File: src/rtl/cia_pkg.sv
// Shared constants for the CIA interval timer: register addresses, control
// register bit positions and the mode encodings carried by those bits.
package cia_pkg;

  localparam logic [1:0] ADDR_TLO = 2'd0;
  localparam logic [1:0] ADDR_THI = 2'd1;
  localparam logic [1:0] ADDR_CR  = 2'd2;

  localparam int CR_START   = 0;
  localparam int CR_PBON    = 1;
  localparam int CR_OUTMODE = 2;
  localparam int CR_RUNMODE = 3;
  localparam int CR_LOAD    = 4;
  localparam int CR_INMODE  = 5;

  typedef enum logic {INMODE_ECLK   = 1'b0, INMODE_EXT     = 1'b1} inmode_e;
  typedef enum logic {OUTMODE_PULSE = 1'b0, OUTMODE_TOGGLE = 1'b1} outmode_e;
  typedef enum logic {RUNMODE_CONT  = 1'b0, RUNMODE_ONESHOT = 1'b1} runmode_e;

endpackage

File: src/rtl/cia_timer_if.sv
// CPU-side register bus of one timer: select, write strobe, address and data.
interface cia_timer_if;
  logic       cs;
  logic       we;
  logic [1:0] addr;
  logic [7:0] data_in;
  logic [7:0] data_out;

  modport master (output cs, we, addr, data_in, input data_out);
  modport slave  (input cs, we, addr, data_in, output data_out);
endinterface

File: src/rtl/cia_tick_sel.sv
// Count-source selection: one qualified tick per E period, or per rising edge
// of the external source as seen on 7 MHz enable cycles.
module cia_tick_sel
  import cia_pkg::*;
(
  input  logic    clk,
  input  logic    reset_n,
  input  logic    clk7_en,
  input  logic    eclk_stb,
  input  logic    ext_tick,
  input  inmode_e inmode,
  output logic    tick
);

  logic ext_q, ext_d;

  // History is kept in both modes so switching to external count cannot
  // manufacture a spurious edge from a stale sample.
  always_comb ext_d = clk7_en ? ext_tick : ext_q;

  always_ff @(posedge clk or negedge reset_n) begin
    if (!reset_n) ext_q <= 1'b0;
    else          ext_q <= ext_d;
  end

  always_comb begin
    tick = 1'b0;
    if (clk7_en) begin
      if (inmode == INMODE_EXT) tick = ext_tick & ~ext_q;
      else                      tick = eclk_stb;
    end
  end

endmodule

File: src/rtl/cia_timer.sv
// 16-bit CIA-style interval timer: latch/counter/control registers, underflow
// strobe and PB6/PB7-style port output in pulse or toggle mode.
module cia_timer
  import cia_pkg::*;
(
  input  logic        clk,
  input  logic        reset_n,
  input  logic        clk7_en,
  input  logic        eclk_stb,
  input  logic        ext_tick,
  cia_timer_if.slave  bus,
  output logic        uf,
  output logic        pb_out,
  output logic        pb_oe
);

  logic [15:0] latch_q, latch_d, counter_q, counter_d;
  logic [7:0]  cr_q, cr_d, dout_q, dout_d;
  logic        uf_q, pulse_q, pulse_d, toggle_q, toggle_d;
  logic        wr, tick, load, underflow;

  cia_tick_sel u_tick_sel (
    .clk      (clk),
    .reset_n  (reset_n),
    .clk7_en  (clk7_en),
    .eclk_stb (eclk_stb),
    .ext_tick (ext_tick),
    .inmode   (inmode_e'(cr_q[CR_INMODE])),
    .tick     (tick)
  );

  assign wr = bus.cs & bus.we & clk7_en;

  always_comb begin
    latch_d   = latch_q;
    counter_d = counter_q;
    cr_d      = cr_q;
    load      = 1'b0;
    underflow = 1'b0;
    pulse_d   = pulse_q;
    toggle_d  = toggle_q;

    if (wr) begin
      case (bus.addr)
        ADDR_TLO: latch_d[7:0] = bus.data_in;
        ADDR_THI: begin
          latch_d[15:8] = bus.data_in;
          if (!cr_q[CR_START]) begin
            counter_d = {bus.data_in, latch_q[7:0]};
            load      = 1'b1;
            if (runmode_e'(cr_q[CR_RUNMODE]) == RUNMODE_ONESHOT) cr_d[CR_START] = 1'b1;
          end
        end
        ADDR_CR: begin
          cr_d          = bus.data_in;
          cr_d[CR_LOAD] = 1'b0;
          if (bus.data_in[CR_LOAD]) begin
            counter_d = latch_q;
            load      = 1'b1;
          end
        end
        default: ;
      endcase
    end

    // Counting sees the post-write START, so a stop written on an underflow
    // tick suppresses it, and any counter load overrides the tick.
    if (tick && cr_d[CR_START] && !load) begin
      if (counter_q == 16'd0) begin
        counter_d = latch_q;
        underflow = 1'b1;
        if (runmode_e'(cr_d[CR_RUNMODE]) == RUNMODE_ONESHOT) cr_d[CR_START] = 1'b0;
      end else begin
        counter_d = counter_q - 16'd1;
      end
    end

    if (underflow)  pulse_d = 1'b1;
    else if (tick)  pulse_d = 1'b0;

    if (underflow)                             toggle_d = ~toggle_q;
    else if (!cr_q[CR_START] && cr_d[CR_START]) toggle_d = 1'b1;
  end

  always_comb begin
    dout_d = 8'h00;
    if (bus.cs && !bus.we) begin
      case (bus.addr)
        ADDR_TLO: dout_d = counter_q[7:0];
        ADDR_THI: dout_d = counter_q[15:8];
        ADDR_CR:  dout_d = cr_q;
        default:  dout_d = 8'h00;
      endcase
    end
  end

  always_ff @(posedge clk or negedge reset_n) begin
    if (!reset_n) begin
      latch_q   <= 16'hFFFF;
      counter_q <= 16'hFFFF;
      cr_q      <= 8'h00;
      dout_q    <= 8'h00;
      uf_q      <= 1'b0;
      pulse_q   <= 1'b0;
      toggle_q  <= 1'b0;
    end else begin
      latch_q   <= latch_d;
      counter_q <= counter_d;
      cr_q      <= cr_d;
      dout_q    <= dout_d;
      uf_q      <= underflow;
      pulse_q   <= pulse_d;
      toggle_q  <= toggle_d;
    end
  end

  assign bus.data_out = dout_q;
  assign uf           = uf_q;
  assign pb_oe        = cr_q[CR_PBON];
  assign pb_out       = (outmode_e'(cr_q[CR_OUTMODE]) == OUTMODE_TOGGLE) ? toggle_q : pulse_q;

endmodule

File: src/flat_wrapper.sv
// flat-port wrapper written by rule: the top's interface ports become plain ports
module cia_timer_flat import cia_pkg::*;
  (clk, reset_n, clk7_en, eclk_stb, ext_tick, uf, pb_out, pb_oe, bus_cs, bus_we, bus_addr, bus_data_in, bus_data_out);
  cia_timer_if bus_i ();
  input  logic clk;
  input  logic reset_n;
  input  logic clk7_en;
  input  logic eclk_stb;
  input  logic ext_tick;
  output logic uf;
  output logic pb_out;
  output logic pb_oe;
  input wire logic [$bits(bus_i.cs)-1:0] bus_cs;
  input wire logic [$bits(bus_i.we)-1:0] bus_we;
  input wire logic [$bits(bus_i.addr)-1:0] bus_addr;
  input wire logic [$bits(bus_i.data_in)-1:0] bus_data_in;
  output wire logic [$bits(bus_i.data_out)-1:0] bus_data_out;
  assign bus_i.cs = bus_cs;
  assign bus_i.we = bus_we;
  assign bus_i.addr = bus_addr;
  assign bus_i.data_in = bus_data_in;
  assign bus_data_out = bus_i.data_out;
  cia_timer u_core (.clk(clk), .reset_n(reset_n), .clk7_en(clk7_en), .eclk_stb(eclk_stb), .ext_tick(ext_tick), .bus(bus_i), .uf(uf), .pb_out(pb_out), .pb_oe(pb_oe));
endmodule
File: config.mk
export PLATFORM = sky130hd
export DESIGN_NAME = cia_timer_flat
export DESIGN_NICKNAME = d
export VERILOG_FILES = /design/src/rtl/cia_pkg.sv /design/src/rtl/cia_timer_if.sv /design/src/rtl/cia_tick_sel.sv /design/src/rtl/cia_timer.sv /design/src/flat_wrapper.sv
export SDC_FILE = /design/constraint.sdc
export NUM_CORES = 1
export LEC_CHECK = 0
export CAP_MARGIN = 20
export CORE_MARGIN = 2
export CORE_UTILIZATION = 30
export CTS_CLUSTER_DIAMETER = 30
export DETAILED_ROUTE_END_ITERATION = 7
export GPL_TIMING_DRIVEN = 0
export PLACE_DENSITY = 0.43
export REMOVE_ABC_BUFFERS = 1
export SYNTH_ARGS = -nofsm -noshare
export SYNTH_HDL_FRONTEND = slang
export SYNTH_SLANG_ARGS = --single-unit
File: constraint.sdc
create_clock -name clk -period 4.6 [get_ports clk]
set_input_delay 0.69 -clock clk [delete_from_list [all_inputs] [get_ports clk]]
set_output_delay 0.69 -clock clk [all_outputs]
set_load 0.1 [all_outputs]
# Yosys cells after proc, flatten, opt, wreduce, memory -nomap -nowiden
# Cells that the tools add are included.
# op_classes
addsub,1
n_bitwise,5
n_reduce_logical,17
n_mux,29
eq_ne,4
# op_table
op,n
$mux 16,5
$pmux 16 s2,1
$pmux 8 s3,1
$mux 1,17
$logic_not 16->1,1
$sub 16x1->16 const B,1
$mux 8,1
$reduce_and 2->1,3
$reduce_bool 2->1,3
$logic_and 1x1->1,4
$mux 4,1
$pmux 1 s2,2
$reduce_and 4->1,1
$and 1x1->1,3
$logic_not 1->1,3
$mux 3,1
$ne 3x2->1 const B,1
$ne 3x3->1 const B,1
$reduce_bool 3->1,1
$eq 2x1->1 const B,1
$eq 2x2->1 const B,1
$logic_not 2->1,1
$not 1->1,2
# totals
in_bits,17
reg_bits,51
word_cells,66

# Logic depth before layout (Yosys ltp)
# Gate-level depths: netlist of run 1.
# logic_depth
ltp_word,10
mapped_depth,10
ltp_nobuf,8

# Hierarchy
# From an unflattened synthesis of run 1, not the netlist that was laid out.
# hier_totals
cells_unflattened,261
hier_area_um2,2736.4
# modules_own_cells
mod,cells_per_inst,instances,seq_area_each_um2,area_each_um2
cia_timer,256,1,1291.2,2678.8
cia_tick_sel,5,1,25.0,57.6

# Least setup slack after synthesis of run 1
# OpenSTA, ideal clock, no wires.
# synth_path
path_type,input to register
startpoint,input bus_addr[0]
endpoint,register u_core.counter_q[0]
setup_time_ps,84
setup_slack_ps,1871
required_ps,4516
stages,10
arrival_time_ps,2645
path_cell_list,inv_1 > ha_1 > clkbuf_1 > and2_1 > a2111o_1 > a21oi_1 > buf_2 > nand2_1 > a211oi_1 > a21oi_1
# synth_between
elab_chain_len,7
word_cells_on_any_way,17
cone_classes,eq/ne (4); mux (7); reduce/logical (6)
# synth_lines
item,line,rtl
start: declaration,flat_wrapper.sv:15,input wire logic [$bits(bus_i.addr)-1:0] bus_addr;
$eq 2x2->1 / $eq 2x1->1 (equally long branches),cia_timer.sv:44,case (bus.addr)
$pmux 1 s2,cia_timer.sv:44,
$mux 4 / $mux 1 (equally long branches),cia_timer.sv:43,if (wr) begin
$logic_and 1x1->1 / $logic_not 1->1 (equally long branches),cia_timer.sv:68,if (tick && cr_d[CR_START] && !load) begin
$logic_and 1x1->1,cia_timer.sv:68,
$ne 3x3->1 (no source line) (tied with other cells),n/a,
$reduce_and 4->1 (no source line),n/a,
end signal: assignment,cia_timer.sv:108,counter_q <= counter_d;
end: declaration,cia_timer.sv:17,"logic [15:0] latch_q, latch_d, counter_q, counter_d;"
# Several ways; a longest one is shown, not always the timed one. The select of a mux whose other input is x is not followed.
# A chain may end at the register's enable or synchronous reset.

# Worst setup path in the final report of run 1
# layout_path
startpoint,input bus_addr[0]
endpoint,register u_core.counter_q[9]
# The elaborated chain is that of the path after synthesis.

==> flow_summary.json, run 1 <==
{
  "status": "complete, no violations",
  "vdd_drop_max_mv": 0.194,
  "worstMarginPinSlew_ns": 0.979,
  "clkTransAtPathRegs_ns": 0.10,
  "firstDrtPassIters": 5,
  "die_area_um2": 10400,
  "grt_pass1_vias": 2231,
  "synth_top_area_share": 0.293,
  "io_buffer_count": 27,
  "place.gp.congestion": 0.858,
  "ys_ff_latch": 51,
  "drive_gt1_frac": 0.277,
  "rsz0062_at_grt": "no",
  "cp.arrival_ns": 4.06,
  "crit_path_cell_trace": "clkdlybuf4s50_1, inv_1, ha_1, nand2_1, a2111o_1, a21oi_1, buf_6, mux2i_1, a221oi_1, nor3_1",
  "coreArea_um2": 9240,
  "initial_utilization": 0.310,
  "hold_viol_final": 0,
  "hold_ws_ns": 0.340,
  "track_usage": 0.166,
  "yosys.cell_types.count": 52,
  "final-setup-viol-count": 0,
  "ctsHoldBuffers": 0,
  "fin_util": 0.365,
  "antenna_found_initial": 0,
  "die_y_um": 102,
  "share_comb_of_total_power": 0.291,
  "ctsHtreeMaxLevel": 2,
  "synth_edf_count": 0,
  "diodes": 0,
  "synth_largest_area_cell": "dfstp_2",
  "post_cts_buffers": 0,
  "skew_ns": 0.0113,
  "final_common_cell": "dfstp_2",
  "placed_cells": 423,
  "final_cells": 432,
  "wirelength_mm": 8.05,
  "cts_tree": "yes",
  "ys_warn_count": 0,
  "clock_tree.buffer_depth": 2,
  "power_density_nw_per_um2": 472,
  "cpPeakStageDelay_ns": 0.69,
  "netSwitchingPower_mw": 0.582,
  "internal-power_mw": 1.01,
  "cts-root-buf": "clkbuf_8",
  "synth_area_leaders": "dfstp_2, dfrtp_1, mux2_2",
  "max_cap_viol_count": 0,
  "worstReg2RegStart": "u_core.counter_q[10]",
  "p_leak_nw": 1.31,
  "numCtsBuffers": 5,
  "slew_headroom": 0.346,
  "insertion_delay_ns": 0.31,
  "boundaryPins": 28,
  "fmax_mhz": 261,
  "dp_hpwl_mm": 5.81,
  "p_sw_frac": 0.365,
  "wire_per_inst_um": 18.6,
  "final_cell_mix": "dfstp_2, nand2_1, clkdlybuf4s50_1, mux2_2, nor2_1",
  "power.total_mw": 1.59,
  "clock_sinks": 51,
  "syn_avg_cell_area_um2": 10.3,
  "final_antenna_net_count": 0,
  "netlist_area_um2": 2870,
  "ys_async_sr_fraction": 1.00,
  "viasPerCell": 5.30,
  "drt_iter0_markers": 148,
  "hp-class": "in -> async",
  "grt_pass1_wl_mm": 13.0,
  "finalCriticalPeriod_ns": 3.83,
  "synthCells": 278,
  "endpoint_kind": "register",
  "critPathLaunch": "bus_addr[0]",
  "slew_violations": 0,
  "fin_setup_tns_ns": 0,
  "drc": 0,
  "crit_fanout": 19,
  "p_seq_frac": 0.515,
  "overflow": 0,
  "period_share": 0.833,
  "syn2layout_area_growth_pct": 17.6,
  "std_cell_rows": 35,
  "die_x_um": 102,
  "cp.required_ns": 4.83,
  "critical_path_class": "in -> reg",
  "nets": 326,
  "ys.flop_type": "dfstp_2",
  "p_clk_frac": 0.194,
  "routed-via-count": 2289,
  "cp-start-kind": "primary input",
  "cts-resized-gates": 0,
  "synth_seq_area_share": 0.459,
  "grt_max_degree": 31,
  "worst_path_max_delay_cell": "ha_1"
}
==> flip-flops by register name, summed over array words and instances, names as in the netlist <==
name / flops
u_core.cr_q: 7
u_core.counter_q: 16
u_core.latch_q: 16
u_core.uf: 1
u_core.toggle_q: 1
u_core.pulse_q: 1
u_core.u_tick_sel.ext_q: 1
u_core.bus.data_out: 8
==> power by group through the flow <==
stage	Clock, mW	Combinational [mW]	Sequential (mW)
finish	0.309	0.464	0.820
global placement	0	0.453	0.824
global route	0.338	0.513	0.844
detailed placement	0	0.461	0.822
floorplan	0	0.307	0.805
CTS	0.320	0.463	0.816
==> cell type report <==
class	count	area, um^2
Clock buffer	7	108
Multi-Input combinational cell	203	1430
Inverter	11	41.3
Timing Repair Buffer	30	308
Fill cell	930	5870
Sequential cell	51	1320
Tap cell	129	161
Clock inverter	1	5.00
==> metal layers <==
metal,GRT usage,vias up,wire length [um]
li1,-,1081,-
met5,0,-,0
met4,0.0457,0,102
met2,0.248,47,3540
met1,0.249,1155,4120
met3,0.0255,6,286
==> path summary, 6_finish.rpt <==
kind	endpoint	slack, ns	cells past startpoint
max in group asynchronous	u_core.latch_q[1]	3.64	2
min	u_core.cr_q[5]	0.34	1
min reg2reg	u_core.toggle_q	0.49	1
max	u_core.counter_q[9]	0.77	10
min in group clk	u_core.toggle_q	0.49	1
max reg2reg	u_core.counter_q[6]	1.77	7
==> cell usage after synthesis (all sizes together) (3+ instances only) <==
cell type / instances
a211oi: 7
mux2i: 7
or3: 5
a222oi: 7
inv: 11
dfstp: 32
dfrtp: 19
ha: 7
o211ai: 3
clkbuf: 6
nand2: 26
a21oi: 16
o22ai: 3
nor4: 4
a22oi: 3
o21ai: 11
or2: 5
nor2: 23
a221oi: 4
buf: 6
nand3: 6
mux2: 24
or4: 5
o2bb2ai: 4
nor3: 10
==> logic make-up after synthesis <==
family,share of synthesized area
DFF,0.459
AOI/OAI and AO/OA,0.173
buffers and inverters,0.0410
adders and majority gates,0.0305
and+or+nand+nor,0.172
xor gates and xnor gates,0.00611
muxes,0.119
==> metrics by stage <==
stage / setup WS, ns / cell area, um^2
detailed placement: 0.148 / 3250
global placement: -0.135 / 3220
finish: 0.767 / 3370
floorplan: 1.46 / 2790
CTS: 0.499 / 3360
global route: 0.439 / 3370
==> worst max-delay path, delay by kind of cell <==
kind            cells  cell delay, ns
compound gates      3            1.10
buf+inv             3            0.80
fa+ha+maj           1            0.69
simple gates        2            0.40
mux                 1            0.37
Note: power is estimated with default switching activity, not from simulation.
==> inputs of run 2 (changes only) <==
--- a/config.mk
+++ b/config.mk
@@ -11,7 +11,7 @@
 export CTS_CLUSTER_DIAMETER = 30
 export DETAILED_ROUTE_END_ITERATION = 7
 export GPL_TIMING_DRIVEN = 0
-export PLACE_DENSITY = 0.43
+export PLACE_DENSITY = 0.45
 export REMOVE_ABC_BUFFERS = 1
 export SYNTH_ARGS = -nofsm -noshare
 export SYNTH_HDL_FRONTEND = slang
==> constraint.sdc (replaced) <==
create_clock -name clk -period 3.5 [get_ports clk]
set_input_delay 0.525 -clock clk [delete_from_list [all_inputs] [get_ports clk]]
set_output_delay 0.525 -clock clk [all_outputs]
set_load 0.1 [all_outputs]
==> flow_summary.json, run 2 (synthesized netlist as in run 1, its figures left out) <==
{
  "critical_path_class": "in -> reg",
  "die_area_um2": 10400,
  "place.gp.congestion": 0.838,
  "max_cap_viol_count": 0,
  "post-place-ws_ns": -0.460,
  "endpoint_kind": "register",
  "setup_ws_ns": 0.213,
  "power_density_nw_per_um2": 623,
  "wl_met1_mm": 3.92,
  "diodes": 0,
  "grt_pass1_vias": 2268,
  "die_y_um": 102,
  "top_layer": "met4",
  "wl_met2_mm": 3.56,
  "grt_max_degree": 29,
  "final_common_cell": "dfstp_2",
  "hold_ws_ns": 0.210,
  "status": "complete, no violations",
  "cts-root-buf": "clkbuf_8",
  "routed-wl-met3_um": 323,
  "final-setup-viol-count": 0,
  "nets": 326,
  "p_leak_nw": 1.30,
  "drt_iter0_markers": 244,
  "fmax_mhz": 304,
  "final_cell_mix": "dfstp_2, nand2_1, clkdlybuf4s50_1, mux2_2, nor2_1",
  "firstDrtPassIters": 6,
  "coreArea_um2": 9240,
  "worstReg2RegStart": "u_core.counter_q[10]",
  "ctsHtreeMaxLevel": 2,
  "viasPerCell": 5.22,
  "wire_per_inst_um": 18.3,
  "std_cell_rows": 35,
  "numCtsBuffers": 5,
  "cp-start-kind": "primary input",
  "clock_tree.buffer_depth": 2,
  "clkTransAtPathRegs_ns": 0.11,
  "dp_hpwl_mm": 5.66,
  "io_buffer_count": 27,
  "final_antenna_net_count": 0,
  "vdd_drop_max_mv": 0.206,
  "drive_gt1_frac": 0.281,
  "antenna_found_initial": 0,
  "grt_pass1_wl_mm": 12.8,
  "syn2layout_area_growth_pct": 17.8,
  "placed_cells": 424,
  "slew_violations": 0,
  "rr_worst_depth": 7,
  "fin_setup_tns_ns": 0,
  "routed-via-count": 2256,
  "rsz0062_at_grt": "no",
  "crit_fanout": 19,
  "cpPeakStageDelay_ns": 0.47,
  "cp.arrival_ns": 3.53,
  "final_cells": 432,
  "power.total_mw": 2.10,
  "boundaryPins": 28,
  "cp.required_ns": 3.74,
  "insertion_delay_ns": 0.31,
  "slew_headroom": 0.351,
  "period_share": 0.939,
  "crit_path_cell_trace": "clkdlybuf4s50_1, inv_1, ha_2, nand2_1, a2111o_1, a21o_2, nor2_1, buf_6, a21oi_1, o211a_1",
  "hold_viol_final": 0,
  "die_x_um": 102,
  "finalCriticalPeriod_ns": 3.29,
  "hp-class": "in -> async",
  "wirelength_mm": 7.91,
  "r2r_slack_ns": 0.73,
  "skew_ns": 0.0126,
  "clock_sinks": 51,
  "initial_utilization": 0.310,
  "worst_path_max_delay_cell": "clkdlybuf4s50_1",
  "worstMarginPinSlew_ns": 0.971,
  "drc": 0,
  "cts_tree": "yes",
  "track_usage": 0.163,
  "overflow": 0,
  "r2r-end": "u_core.counter_q[12]"
}
## run 2: cell types whose count changed in the layout (fill, tap and decap cells not counted)
| cell | previous run | this run |
|---|---|---|
| a21oi_1 | 16 | 15 |
| ha_2 | 0 | 1 |
| a21oi_2 | 0 | 1 |
| bufinv_16 | 0 | 1 |
| clkbuf_8 | 6 | 5 |
| clkbuf_1 | 0 | 1 |
| ha_1 | 7 | 6 |
| clkinvlp_4 | 0 | 1 |
| clkbuf_16 | 1 | 0 |
| clkinv_2 | 1 | 0 |
## run 2: critical path: cells and delay by family
family / cells / cell delay [ns]
adders and majority gates: 1 / 0.47
and+or+nand+nor: 2 / 0.62
buffers and inverters: 3 / 0.80
AOI/OAI and AO/OA: 4 / 1.09
## run 2: worst max-delay path by stage
stage | start | to | slack (ns)
floorplan | bus_addr[0] | u_core.counter_q[10] | 0.53
global placement | bus_addr[0] | u_core.counter_q[6] | -1.16
detailed placement | bus_addr[0] | u_core.counter_q[10] | -0.46
CTS | bus_addr[0] | u_core.counter_q[10] | 0.13
global route | bus_addr[0] | u_core.counter_q[12] | 0.06
finish | bus_addr[0] | u_core.counter_q[12] | 0.21
## run 2: power by group
| part | total (mW) | switching (mW) | internal (mW) |
|---|---|---|---|
| Clock | 0.422 | 0.208 | 0.214 |
| Combinational | 0.610 | 0.339 | 0.270 |
| Sequential | 1.07 | 0.215 | 0.857 |
## run 2: layout make-up
cell class	instances	area, um^2
clock buffers	6	72.6
clock inverters	2	37.5
fillers	933	5860
inverters	11	41.3
multi-input cells	203	1440
flip-flops and latches	51	1320
well taps	129	161
repair buffers	30	308
## run 2: metrics by stage
stage | cell area [um^2] | util
finish | 3380 | 0.365
global route | 3380 | 0.365
CTS | 3370 | 0.365
detailed placement | 3260 | 0.353
global placement | 3220 | 0.349
floorplan | 2790 | -
## run 2: what timing repair did
| action | 4_1_cts | 5_1_grt |
|---|---|---|
| hold buffers | 0 | 0 |
| gates resized for setup | 1 | 1 |
| endpoints found under the setup margin | 10 | 4 |
| buffers inserted | 0 | 0 |
## run 2: layer usage
| metal | GRT usage | vias to the layer above |
|---|---|---|
| met2 | 0.247 | 60 |
| met4 | 0.0447 | 0 |
| met1 | 0.240 | 1110 |
| li1 | - | 1076 |
| met3 | 0.0269 | 10 |
| met5 | 0 | - |
==> inputs of run 3 (changes only) <==
--- a/config.mk
+++ b/config.mk
@@ -10,7 +10,7 @@
 export CORE_UTILIZATION = 30
 export CTS_CLUSTER_DIAMETER = 30
 export DETAILED_ROUTE_END_ITERATION = 7
-export GPL_TIMING_DRIVEN = 0
+export GPL_TIMING_DRIVEN = 1
 export PLACE_DENSITY = 0.45
 export REMOVE_ABC_BUFFERS = 1
 export SYNTH_ARGS = -nofsm -noshare
==> flow_summary.json, run 3 (synthesized netlist as in run 1, its figures left out) <==
{
  "critical_path_class": "in -> reg",
  "skew_ns": 0.00587,
  "status": "complete, no violations",
  "io_buffer_count": 27,
  "worstMarginPinSlew_ns": 0.972,
  "firstDrtPassIters": 5,
  "cts-resized-gates": 0,
  "ctsHoldBuffers": 0,
  "slew_violations": 0,
  "r2r_slack_ns": 0.78,
  "drc": 0,
  "fin_setup_tns_ns": 0,
  "final_common_cell": "dfstp_2",
  "cp-start-kind": "primary input",
  "cp.arrival_ns": 3.22,
  "hold_viol_final": 0,
  "fin_area_um2": 3390,
  "final_antenna_net_count": 0,
  "wire_per_inst_um": 17.8,
  "wl_met1_mm": 3.64,
  "period_share": 0.852,
  "coreArea_um2": 9240,
  "grt_pass1_vias": 2446,
  "crit_fanout": 8,
  "numCtsBuffers": 5,
  "ctsHtreeMaxLevel": 2,
  "cts-root-buf": "clkbuf_8",
  "r2r-end": "u_core.counter_q[8]",
  "top_layer": "met4",
  "die_x_um": 102,
  "clkTransAtPathRegs_ns": 0.10,
  "max_cap_viol_count": 0,
  "clock_tree.buffer_depth": 2,
  "final-setup-viol-count": 0,
  "drt_iter0_markers": 199,
  "finalCriticalPeriod_ns": 2.98,
  "syn2layout_area_growth_pct": 18.1,
  "diodes": 0,
  "wirelength_mm": 7.80,
  "slew_headroom": 0.350,
  "place_area_um2": 3280,
  "initial_utilization": 0.310,
  "routed-via-count": 2263,
  "insertion_delay_ns": 0.30,
  "power_density_nw_per_um2": 610,
  "routed-wl-met3_um": 407,
  "overflow": 0,
  "cp.required_ns": 3.73,
  "dp_hpwl_mm": 5.75,
  "place.gp.congestion": 0.843,
  "rsz0062_at_grt": "no",
  "vdd_drop_max_mv": 0.213,
  "nets": 332,
  "viasPerCell": 5.17,
  "worstReg2RegStart": "u_core.counter_q[0]",
  "final_cell_mix": "dfstp_2, nand2_1, clkdlybuf4s50_1, mux2_2, nor2_1",
  "hp-class": "in -> async",
  "cts_tree": "yes",
  "die_y_um": 102,
  "track_usage": 0.168,
  "endpoint_kind": "register",
  "grt_max_degree": 42,
  "die_area_um2": 10400,
  "antenna_found_initial": 0,
  "p_leak_nw": 1.32,
  "std_cell_rows": 35,
  "rr_worst_depth": 8,
  "wl_met2_mm": 3.64,
  "boundaryPins": 28,
  "clock_sinks": 51,
  "fmax_mhz": 335,
  "grt_pass1_wl_mm": 13.2,
  "drive_gt1_frac": 0.294,
  "post_cts_buffers": 0
}
[run 3: per-layer routing]
metal	global-route usage	vias up
met5	0	-
met4	0.0551	0
met3	0.0338	6
met2	0.265	49
met1	0.230	1119
li1	-	1089
[run 3: final cells by class]
type                       count  area, um^2
clock inverter                 1        7.51
inverter                      11        41.3
fill                         949        5850
multi-input combinational    203        1430
sequential                    51        1320
tap                          129         161
timing repair buffer          36         330
clock buffer                   7        96.3
[run 3: how the worst max path moves through the flow]
stage / slack [ns] / depth (start not counted) / start / endpoint
after global placement: 0.25 / 10 / bus_addr[1] / u_core.counter_q[10]
after CTS: 0.53 / 10 / bus_addr[0] / u_core.counter_q[9]
final: 0.52 / 10 / bus_addr[0] / u_core.counter_q[9]
after global routing: 0.32 / 10 / bus_addr[0] / u_core.counter_q[10]
after detailed placement: 0.21 / 10 / bus_addr[0] / u_core.counter_q[9]
after floorplan: 0.53 / 8 / bus_addr[0] / u_core.counter_q[10]
[run 3: worst max-delay path, cell delays in order]
cell	delay, ns
clkdlybuf4s50_1	0.54
inv_1	0.08
ha_1	0.27
and2_1	0.18
a2111o_1	0.43
a21oi_1	0.27
buf_4	0.21
mux2i_1	0.35
a221oi_1	0.15
nor3_1	0.19
[run 3: through the flow]
step | setup WS, ns | hold WS (ns) | std cells | power, mW | utilization
5_1_grt | 0.315 | 0.416 | 438 | 2.21 | 0.367
3_5_place_dp | 0.207 | 0.463 | 430 | 1.69 | 0.355
6_report | 0.518 | 0.349 | 438 | 2.07 | 0.367
4_1_cts | 0.532 | 0.369 | 438 | 2.09 | 0.367
2_1_floorplan | 0.526 | 0.229 | 265 | 1.46 | -
3_3_place_gp | 0.253 | 0.457 | 430 | 1.69 | 0.355
[run 3: where the power goes]
group	total [mW]	switching [mW]	leakage, nW	internal (mW)
Sequential	1.07	0.217	0.585	0.857
Combinational	0.610	0.339	0.688	0.271
Clock	0.382	0.202	0.0505	0.180
